File: src/rtl/i2c_bus_arbiter.sv
// Round-robin arbiter that shares one I2C byte-transaction engine between
// N_CLIENTS requesters, with a per-transaction timeout and sticky error flag.
module i2c_bus_arbiter #(
  parameter int N_CLIENTS      = 2,
  parameter int TIMEOUT_CYCLES = 100000,
  localparam int CNT_W         = $clog2(TIMEOUT_CYCLES + 1)
) (
  input  logic                   clock,
  input  logic                   reset,
  input  logic [N_CLIENTS-1:0]   req,
  input  logic [N_CLIENTS-1:0]   req_we,
  input  logic [8*N_CLIENTS-1:0] req_addr,
  input  logic [8*N_CLIENTS-1:0] req_wdata,
  output logic [N_CLIENTS-1:0]   gnt,
  output logic [N_CLIENTS-1:0]   rsp_valid,
  output logic [7:0]             rsp_data,
  output logic                   rsp_ok,
  output logic                   busy,
  output logic                   timeout_err,
  output logic                   i2c_start,
  output logic                   i2c_re,
  output logic                   i2c_we,
  output logic [7:0]             i2c_addr,
  output logic [7:0]             i2c_wdata,
  input  logic [7:0]             i2c_rdata,
  input  logic                   i2c_done,
  input  logic                   i2c_we_success
);

  localparam int PTR_W = (N_CLIENTS > 1) ? $clog2(N_CLIENTS) : 1;

  typedef enum logic [1:0] {IDLE, ISSUE, WAIT, RESP} state_t;

  state_t               state_q;
  logic [PTR_W-1:0]     ptr_q;
  logic [PTR_W-1:0]     win_q;
  logic [CNT_W-1:0]     cnt_q;
  logic [N_CLIENTS-1:0] gnt_q;
  logic [N_CLIENTS-1:0] rsp_valid_q;
  logic [7:0]           rsp_data_q;
  logic                 rsp_ok_q;
  logic                 terr_q;
  logic                 start_q;
  logic                 re_q;
  logic                 we_q;
  logic [7:0]           addr_q;
  logic [7:0]           wdata_q;

  logic                 any_req_d;
  logic [PTR_W-1:0]     win_d;
  logic [PTR_W:0]       sum_d;
  logic                 sel_we_d;
  logic [7:0]           sel_addr_d;
  logic [7:0]           sel_wdata_d;
  logic [PTR_W-1:0]     ptr_d;

  // Scan downwards so the set bit closest to ptr (lowest offset) is the last to win.
  always_comb begin
    any_req_d = 1'b0;
    win_d     = ptr_q;
    sum_d     = '0;
    for (int i = N_CLIENTS - 1; i >= 0; i--) begin
      sum_d = {1'b0, ptr_q} + (PTR_W + 1)'(i);
      if (sum_d >= (PTR_W + 1)'(N_CLIENTS)) begin
        sum_d = sum_d - (PTR_W + 1)'(N_CLIENTS);
      end
      if (req[sum_d[PTR_W-1:0]]) begin
        any_req_d = 1'b1;
        win_d     = sum_d[PTR_W-1:0];
      end
    end
  end

  always_comb begin
    sel_we_d    = 1'b0;
    sel_addr_d  = '0;
    sel_wdata_d = '0;
    for (int k = 0; k < N_CLIENTS; k++) begin
      if (win_d == PTR_W'(k)) begin
        sel_we_d    = req_we[k];
        sel_addr_d  = req_addr[8*k +: 8];
        sel_wdata_d = req_wdata[8*k +: 8];
      end
    end
  end

  assign ptr_d = (win_q == PTR_W'(N_CLIENTS - 1)) ? '0 : win_q + PTR_W'(1);

  always_ff @(posedge clock or posedge reset) begin
    if (reset) begin
      state_q     <= IDLE;
      ptr_q       <= '0;
      win_q       <= '0;
      cnt_q       <= '0;
      gnt_q       <= '0;
      rsp_valid_q <= '0;
      rsp_data_q  <= '0;
      rsp_ok_q    <= 1'b0;
      terr_q      <= 1'b0;
      start_q     <= 1'b0;
      re_q        <= 1'b0;
      we_q        <= 1'b0;
      addr_q      <= '0;
      wdata_q     <= '0;
    end else begin
      gnt_q       <= '0;
      rsp_valid_q <= '0;
      start_q     <= 1'b0;
      case (state_q)
        IDLE: begin
          if (any_req_d) begin
            win_q   <= win_d;
            gnt_q   <= N_CLIENTS'(1) << win_d;
            start_q <= 1'b1;
            we_q    <= sel_we_d;
            re_q    <= ~sel_we_d;
            addr_q  <= sel_addr_d;
            wdata_q <= sel_wdata_d;
            state_q <= ISSUE;
          end
        end
        ISSUE: begin
          cnt_q   <= '0;
          state_q <= WAIT;
        end
        WAIT: begin
          cnt_q <= cnt_q + CNT_W'(1);
          // Completion takes priority over a timeout landing in the same cycle.
          if (i2c_done) begin
            rsp_data_q  <= we_q ? 8'h00 : i2c_rdata;
            rsp_ok_q    <= we_q ? i2c_we_success : 1'b1;
            rsp_valid_q <= N_CLIENTS'(1) << win_q;
            re_q        <= 1'b0;
            we_q        <= 1'b0;
            addr_q      <= '0;
            wdata_q     <= '0;
            state_q     <= RESP;
          end else if (cnt_q == CNT_W'(TIMEOUT_CYCLES - 1)) begin
            rsp_data_q  <= 8'h00;
            rsp_ok_q    <= 1'b0;
            terr_q      <= 1'b1;
            rsp_valid_q <= N_CLIENTS'(1) << win_q;
            re_q        <= 1'b0;
            we_q        <= 1'b0;
            addr_q      <= '0;
            wdata_q     <= '0;
            state_q     <= RESP;
          end
        end
        RESP: begin
          ptr_q   <= ptr_d;
          state_q <= IDLE;
        end
        default: state_q <= IDLE;
      endcase
    end
  end

  assign gnt         = gnt_q;
  assign rsp_valid   = rsp_valid_q;
  assign rsp_data    = rsp_data_q;
  assign rsp_ok      = rsp_ok_q;
  assign busy        = (state_q != IDLE);
  assign timeout_err = terr_q;
  assign i2c_start   = start_q;
  assign i2c_re      = re_q;
  assign i2c_we      = we_q;
  assign i2c_addr    = addr_q;
  assign i2c_wdata   = wdata_q;

endmodule

File: config.mk
export PLATFORM = sky130hd
export DESIGN_NAME = i2c_bus_arbiter
export DESIGN_NICKNAME = d
export VERILOG_FILES = /design/src/rtl/i2c_bus_arbiter.sv
export SDC_FILE = /design/constraint.sdc
export NUM_CORES = 1
export LEC_CHECK = 0
export CORE_ASPECT_RATIO = 1.5
export CORE_UTILIZATION = 30
export DETAILED_ROUTE_END_ITERATION = 8
export PLACE_DENSITY_LB_ADDON = 0.15
export SLEW_MARGIN = 0
export SYNTH_ARGS = -nofsm -noshare
export SYNTH_HDL_FRONTEND = slang
export SYNTH_SLANG_ARGS = --single-unit
File: constraint.sdc
create_clock -name clock -period 4.1 [get_ports clock]
set_input_delay 0.615 -clock clock [delete_from_list [all_inputs] [get_ports clock]]
set_output_delay 0.615 -clock clock [all_outputs]
set_load 0.02 [all_outputs]
# Word-level counts from Yosys, hierarchy flattened
# Index checks and enable logic that the tools add are counted.
totals:
  register_bits: 54
  in_bits: 48
  out_inout_bits: 34
  word_cells: 85
classes:
  addsub: 5
  magnitude_cmp: 4
  n_eq_ne: 6
  n_shift: 2
  n_mux: 42
  bitwise: 2
  n_reduce_logical: 10
ops:
  columns: ["operator", "count"]
  rows:
  - ["8-bit two-way mux", 8]
  - ["17-bit one-hot mux with 2 select lines", 1]
  - ["8-bit one-hot mux with 2 select lines", 2]
  - ["1-bit two-way mux", 20]
  - ["17-bit by 1-bit adder with 17-bit output, second input constant", 1]
  - ["17-bit equality test, second input constant", 1]
  - ["2-bit two-way mux", 8]
  - ["2-bit one-hot mux with 4 select lines", 1]
  - ["2-bit nonzero test", 4]
  - ["2-bit AND reduction", 3]
  - ["3-bit AND reduction", 2]
  - ["2-bit equality test, second input constant", 2]
  - ["1-bit by 2-bit < comparator with 1-bit output, second input constant", 2]
  - ["1-bit one-hot mux with 2 select lines", 2]
  - ["1-bit by 1-bit left shift with 2-bit output, first input constant", 2]
  - ["3-bit != test, second input constant", 1]
  - ["1-bit by 1-bit adder with 2-bit output, second input constant", 1]
  - ["2-bit by 1-bit equality test with 1-bit output, second input constant", 1]
  - ["1-bit by 2-bit greater-or-equal comparator with 1-bit output, second input constant", 1]
  - ["2-bit greater-or-equal comparator, second input constant", 1]
  - ["2-bit zero test", 1]
  - ["2-bit != test, second input constant", 1]
  - ["1-bit inverter", 2]
  - ["1-bit subtractor, second input constant", 2]
  - ["1-bit adder, second input constant", 1]

# Depth between registers and ports, before layout
# Gate-level depths: netlist of the first run.
logic_depth:
  ltp_word: 11
  ltp_mapped: 7

# Worst setup path before layout of the first run
# No wires, ideal clock.
synth_path:
  path_kind: "register to register"
  startpoint: "register state_q[1]"
  endpoint: "register cnt_q[15]"
  setup_time_ns: 0.077
  arrival_time_ns: 1.939
  t_required_ns: 4.023
  path_slack_ns: 2.084
  stages_incl_launch_ff: 8
  n_path_buf: 1
  period_less_slack_ns: 2.016
  path_cell_list: "dfrtp_1 > inv_1 > ha_1 > nand4_1 > or3_1 > clkbuf_2 > or4_1 > a21oi_1"
synth_between:
  elab_chain_len: 2
  elab_cells_between_ends: 4
  classes_between: "eq/ne: 2; mux: 1; reduce/logical: 1"
synth_rtl:
  columns: ["item", "line_no", "text"]
  rows:
  - ["from (decl)", "34", "state_t state_q;"]
  - ["from (signal assigned)", "91", "state_q <= IDLE;"]
  - ["from (signal assigned)", "119", "state_q <= ISSUE;"]
  - ["from (signal assigned)", "124", "state_q <= WAIT;"]
  - ["2-bit equality test / 2-bit by 1-bit equality test with 1-bit output (equally long branches)", "109", "case (state_q)"]
  - ["17-bit one-hot mux with 2 select lines / 2-bit nonzero test (equally long branches)", null, null]
  - ["to (signal assigned)", "127", "cnt_q <= cnt_q + CNT_W'(1);"]
  - ["to (decl)", "37", "logic [CNT_W-1:0] cnt_q;"]
# Parallel ways exist; a longest one is shown, timed or not.
# A chain may end at the register's enable or synchronous reset.

# Worst setup path in the final report of the first run
# Ends and elaborated chain as after synthesis.

==> out/summary.txt, run 1 <==
Status = finished clean
Worst Max-Slew Pin Slew = 1080 ps
Fin worst setup slack = 1640 ps
Max-Cap Viols = 0
Die width = 77.2 µm
Yosys cell types = 47
Min-Delay Endpoint = i2c_addr[1]
Hold WC Path Type = register to register
Initial drt markers = 118
CTS tree = done
DRC viols = 0
Die Area = 8870 µm²
Critical path fanouts, max = 14
CP arrival = 2670 ps
Clock Latency Late Sink = 290 ps
Synth area leader = dfrtp_1
Ys async rst share = 100%
R2R cell count = 6
R2R Path End = cnt_q[15]
Drt pass-1 iters = 4
Mapped Area = 2550 µm²
Cell with the most instances after synthesis = dfrtp_1
Critical path class = register to register
Antenna diode count = 0
M3 GR Usage = 2.94%
Resize count post-CTS = 0
Final Skew = 7.49 ps
Finished Core Util = 44.2%
Net count after synthesis = 273
Fin crit share = 60.1%
CP peak stage delay = 530 ps
Register clock-pin slew on the reported worst setup and hold paths = 70 ps
Worst VDD drop = 238 µV
Initial antenna violation count = 0
WHS Path Cells = 1
Met2 Use GR = 25.0%
Core Area = 8110 µm²
Crit path capture type = register
Layout Nets = 353
Vias in the first global route = 2022
Synth top area cells = dfrtp_1 (53%), mux2i_1 (6.7%), o2bb2ai_1 (6.2%)
Register bit total from synthesis = 54
Unrepaired setup endpoints after global routing = no
Post-DP HPWL = 4.48 mm
Slew Limit Fails = 0
Area occupied by multi-input gates = 1090 µm²
Via/cell ratio = 4.85
# setup viols final = 0
CP delay by family, top = simple AND/OR/NAND/NOR gates
Root buffer cell = clkbuf_16
Number of post-CTS setup repair buffers = 0
CTS Sinks = 54
Cells after Synth = 221
EDFF count, synth = 0
Syn Area/Cell = 11.5 µm²
Detail Route Antenna Nets = 0
Routed wire length = 6.05 mm
R2R Setup Slk = 1640 ps
# rows = 40
Die extent in y = 115 µm
Layout cells sized above 1 = 6.62%
Worst path buffer plus inverter count = 1
Register area share after synthesis = 53.1%
Leakage power = 1.55 nW
Ys Warns = 0
Register area = 1350 µm²
Slew HR = 27.7%
Initial Utilization = 31.4%
Area Overhead vs Synth = 40.7%
Fmax = 0.406 GHz
Clk buf depth = 2
DP Worst Slack = 1350 ps
CTS buffer count = 5
GRT Resource Usage Total = 14.2%
Hold Buf Count CTS = 0
Largest net degree at the start of global routing = 36
Drt wl/cell = 14.9 µm
Power Dens Cells = 650 nW/µm²
Crit-path slowest cell = or4_1
CTS H-tree lvls = 2
Main synth FF type = dfrtp_1
First-pass GRT wire length = 9.88 mm
Total number of vias = 1973
Setup TNS = 0 ps
Endpoints failing hold = 0
Most instantiated cells after synthesis = dfrtp_1 (54), o2bb2ai_1 (18), mux2i_1 (17), nand2_1 (14)
Global route hottest layer = met2
Reg2Reg Launch Point = state_q[1]
Worst hold start = i2c_addr[1]
Tmin final = 2460 ps
Layout fillers = 779
IO Pins = 82
CP Launch Type = register
Final Wtd Congestion = 0.750
Worst path cell trace = inv_1, ha_1, nand4_1, or3_1, or4_1, a21oi_1
Total gr overflow = 0
Met1 GRT Util = 17.0%
Area share of the largest cell type after synthesis = 53.1%
Worst EP required = 4310 ps
Port Buf Inserts = 81
==> cell type report <==
class	count	share of cell area, %
well taps	105	3.67
clock inverters	3	0.594
inverters	12	1.26
repair buffers	82	22.8
multi-input cells	146	30.4
clock buffers	5	3.49
flip-flops and latches	54	37.7
==> worst max path at each step <==
| stage | slack (ps) | startpoint | cells after the start | end |
|---|---|---|---|---|
| after floorplan | 2080 | state_q[1] | 7 | cnt_q[15] |
| after global placement | 1420 | req[1] | 4 | i2c_re |
| after detailed placement | 1350 | req[1] | 4 | i2c_re |
| after CTS | 1630 | state_q[1] | 6 | cnt_q[15] |
| after global routing | 1500 | state_q[1] | 6 | cnt_q[15] |
| final | 1640 | state_q[1] | 6 | cnt_q[15] |
==> per-layer routing <==
layer	routed length, µm	part of all wire [%]
met5	0	0
met4	87	1.4
met3	324	5.4
met2	3080	51
met1	2550	42
==> metrics by stage <==
stage,power [mW],cells,hold WS [ps],area [µm²]
after floorplan,1.49,221,445,2550
after global placement,1.94,399,470,3440
after detailed placement,1.95,399,473,3440
after CTS,2.37,407,494,3580
after global routing,2.48,407,510,3580
final,2.33,407,490,3580
==> cell usage in the layout (no fill, tap or decap), types with 5 or more instances in the layout <==
cell             count
mux2i_1             17
o21ai_0              7
inv_1               11
nand2_1             14
o2bb2ai_1           18
a22o_1               8
dfrtp_1             54
clkbuf_16            5
a21oi_1              6
nor2_1              12
clkdlybuf4s50_1     81
nand3_1              9
==> cell families (layout without fill, tap and decap cells) <==
kind of cell | Yosys count | in the layout | share of synthesized area, %
AO/OA/AOI/OAI | 52 | 52 | 16.0
XOR/XNOR | 7 | 7 | 2.41
adder cells (fa/ha/maj) | 5 | 5 | 2.36
buffers and inverters | 21 | 102 | 4.08
flip-flops | 54 | 54 | 53.1
multiplexers | 18 | 18 | 7.13
AND/OR/NAND/NOR | 64 | 64 | 14.9
==> registers in the layout (all words and copies together), names as in the netlist <==
| name | cells |
|---|---|
| cnt_q | 17 |
| gnt | 2 |
| i2c_addr | 8 |
| i2c_re | 1 |
| i2c_start | 1 |
| i2c_wdata | 8 |
| i2c_we | 1 |
| ptr_q | 1 |
| rsp_data | 8 |
| rsp_ok | 1 |
| rsp_valid | 2 |
| state_q | 2 |
| timeout_err | 1 |
| win_q | 1 |
==> report_power, final <==
group / switching [mW] / internal, mW
Sequential: 0.0987 / 0.709
Combinational: 0.597 / 0.507
Clock: 0.190 / 0.226
Total: 0.886 / 1.44
(Power assumes the default switching activity.)
==> run 2, diff against run 1 <==
==> constraint.sdc (replaced) <==
create_clock -name clock -period 2.5 [get_ports clock]
set_input_delay 0.375 -clock clock [delete_from_list [all_inputs] [get_ports clock]]
set_output_delay 0.375 -clock clock [all_outputs]
set_load 0.02 [all_outputs]
==> run 2 against run 1 <==
  * Clock-buffer cell count stayed put
  * Largest cell class unchanged
  * Critical path depth did not move
  * Register-to-register slack worse by 1300 ps
  * Via count grew 2.2%
==> out/summary.txt, run 2 (synthesis gave the netlist of run 1 again) <==
CP peak stage delay = 530 ps
Crit path capture type = register
# rows = 40
Worst VDD drop = 430 µV
CTS tree = done
Clock Latency Late Sink = 290 ps
Total number of vias = 2016
Final Wtd Congestion = 0.799
Unrepaired setup endpoints after global routing = no
Initial drt markers = 95
Most common cell after layout, fill and taps aside = clkdlybuf4s50_1
Register area = 1350 µm²
Drt wl/cell = 14.8 µm
Final std cells w/o fill = 411
Area occupied by multi-input gates = 1090 µm²
Leakage power = 1.57 nW
Most frequent cells in the layout = clkdlybuf4s50_1 (81), dfrtp_1 (54), o2bb2ai_1 (18)
CP arrival = 2330 ps
Largest net degree at the start of global routing = 33
Antenna diode count = 0
Slew Limit Fails = 0
Layout Nets = 358
R2R Setup Slk = 390 ps
Tmin final = 2110 ps
Clk buf depth = 2
Worst EP required = 2720 ps
Core Area = 8110 µm²
Layout fillers = 761
Initial Utilization = 31.4%
GRT Resource Usage Total = 14.8%
Final Skew = 3.38 ps
Worst path cell trace = inv_1, ha_1, nand4_1, or3_1, or4_1, a21oi_1
Number of post-CTS setup repair buffers = 0
Largest Register = cnt_q
Initial antenna violation count = 0
First-pass GRT wire length = 10.4 mm
Endpoints failing hold = 0
Port Buf Inserts = 81
Max reg flops = 17
Area Overhead vs Synth = 42.5%
Fmax = 0.473 GHz
Fin crit share = 84.5%
Slew HR = 45.6%
# setup viols final = 0
IO Pins = 82
CP Launch Type = register
DRC viols = 0
Crit-path slowest cell = or4_1
Resize count post-CTS = 0
Via/cell ratio = 4.91
Total gr overflow = 0
CTS H-tree lvls = 2
Die extent in y = 115 µm
Hold WC Path Type = input pin to async pin
Max-Cap Viols = 0
Root buffer cell = clkbuf_16
Die width = 77.2 µm
Worst Max-Slew Pin Slew = 811 ps
Routed wire length = 6.09 mm
Die Area = 8870 µm²
Layout cells sized above 1 = 7.84%
Status = finished clean
Drt pass-1 iters = 4
CP delay by family, top = simple AND/OR/NAND/NOR gates
Vias in the first global route = 2117
Setup TNS = 0 ps
CTS Sinks = 54
Hold Buf Count CTS = 0
Dpl cells = 404
Post-DP HPWL = 4.64 mm
CTS buffer count = 5
Power Dens Cells = 1070 nW/µm²
Critical path class = register to register
Detail Route Antenna Nets = 0
Critical path fanouts, max = 7
Worst path buffer plus inverter count = 1
Register clock-pin slew on the reported worst setup and hold paths = 70 ps
==> run 2: changes by cell type in the layout (fill, tap and decap cells not counted) <==
cell	previous run	this run
buf_4	1	5
buf_12	0	1
clkinv_4	1	0
clkinvlp_4	1	2
clkinv_2	1	0
==> run 2: worst paths after layout <==
kind / depth (start not counted) / from / endpoint
worst max-delay path: 6 / state_q[1] / cnt_q[15]
worst min-delay path: 2 / reset / rsp_data[7]
worst max register to register: 6 / state_q[1] / cnt_q[15]
worst min register to register: 1 / i2c_addr[6] / i2c_addr[6]
max in group asynchronous: 3 / reset / cnt_q[1]
min in group clock: 1 / i2c_addr[6] / i2c_addr[6]
==> run 2: layout make-up <==
type | instances | area share (%)
multi-input combinational | 146 | 30.1
tap | 105 | 3.62
clock inverter | 2 | 0.414
timing repair buffer | 87 | 23.9
clock buffer | 5 | 3.45
sequential | 54 | 37.3
inverter | 12 | 1.24
==> run 2: layer usage <==
layer	track usage (%)	up-vias	share of wire (%)	wire length (µm)
li1	-	981	-	-
met1	16.6	962	42	2570
met2	26.8	62	50	3060
met3	3.33	11	5.3	326
met4	6.04	0	2.3	138
met5	0	-	0	0
==> run 2: where the power goes <==
group / leakage (nW) / internal (mW) / switching, mW
clock: 0.0619 / 0.366 / 0.314
combinational: 0.795 / 0.886 / 0.984
sequential: 0.715 / 1.16 / 0.174
total: 1.57 / 2.41 / 1.47
==> run 2: per-stage QoR <==
stage	hold slack, ps	setup slack, ps	power, mW	utilization (%)	instance area [µm²]
floorplan	445	484	2.44	-	2550
global placement	471	384	3.24	43.0	3490
detailed placement	473	350	3.26	43.0	3490
CTS	458	366	3.95	44.7	3630
global route	484	209	4.14	44.7	3630
finish	430	386	3.89	44.7	3630
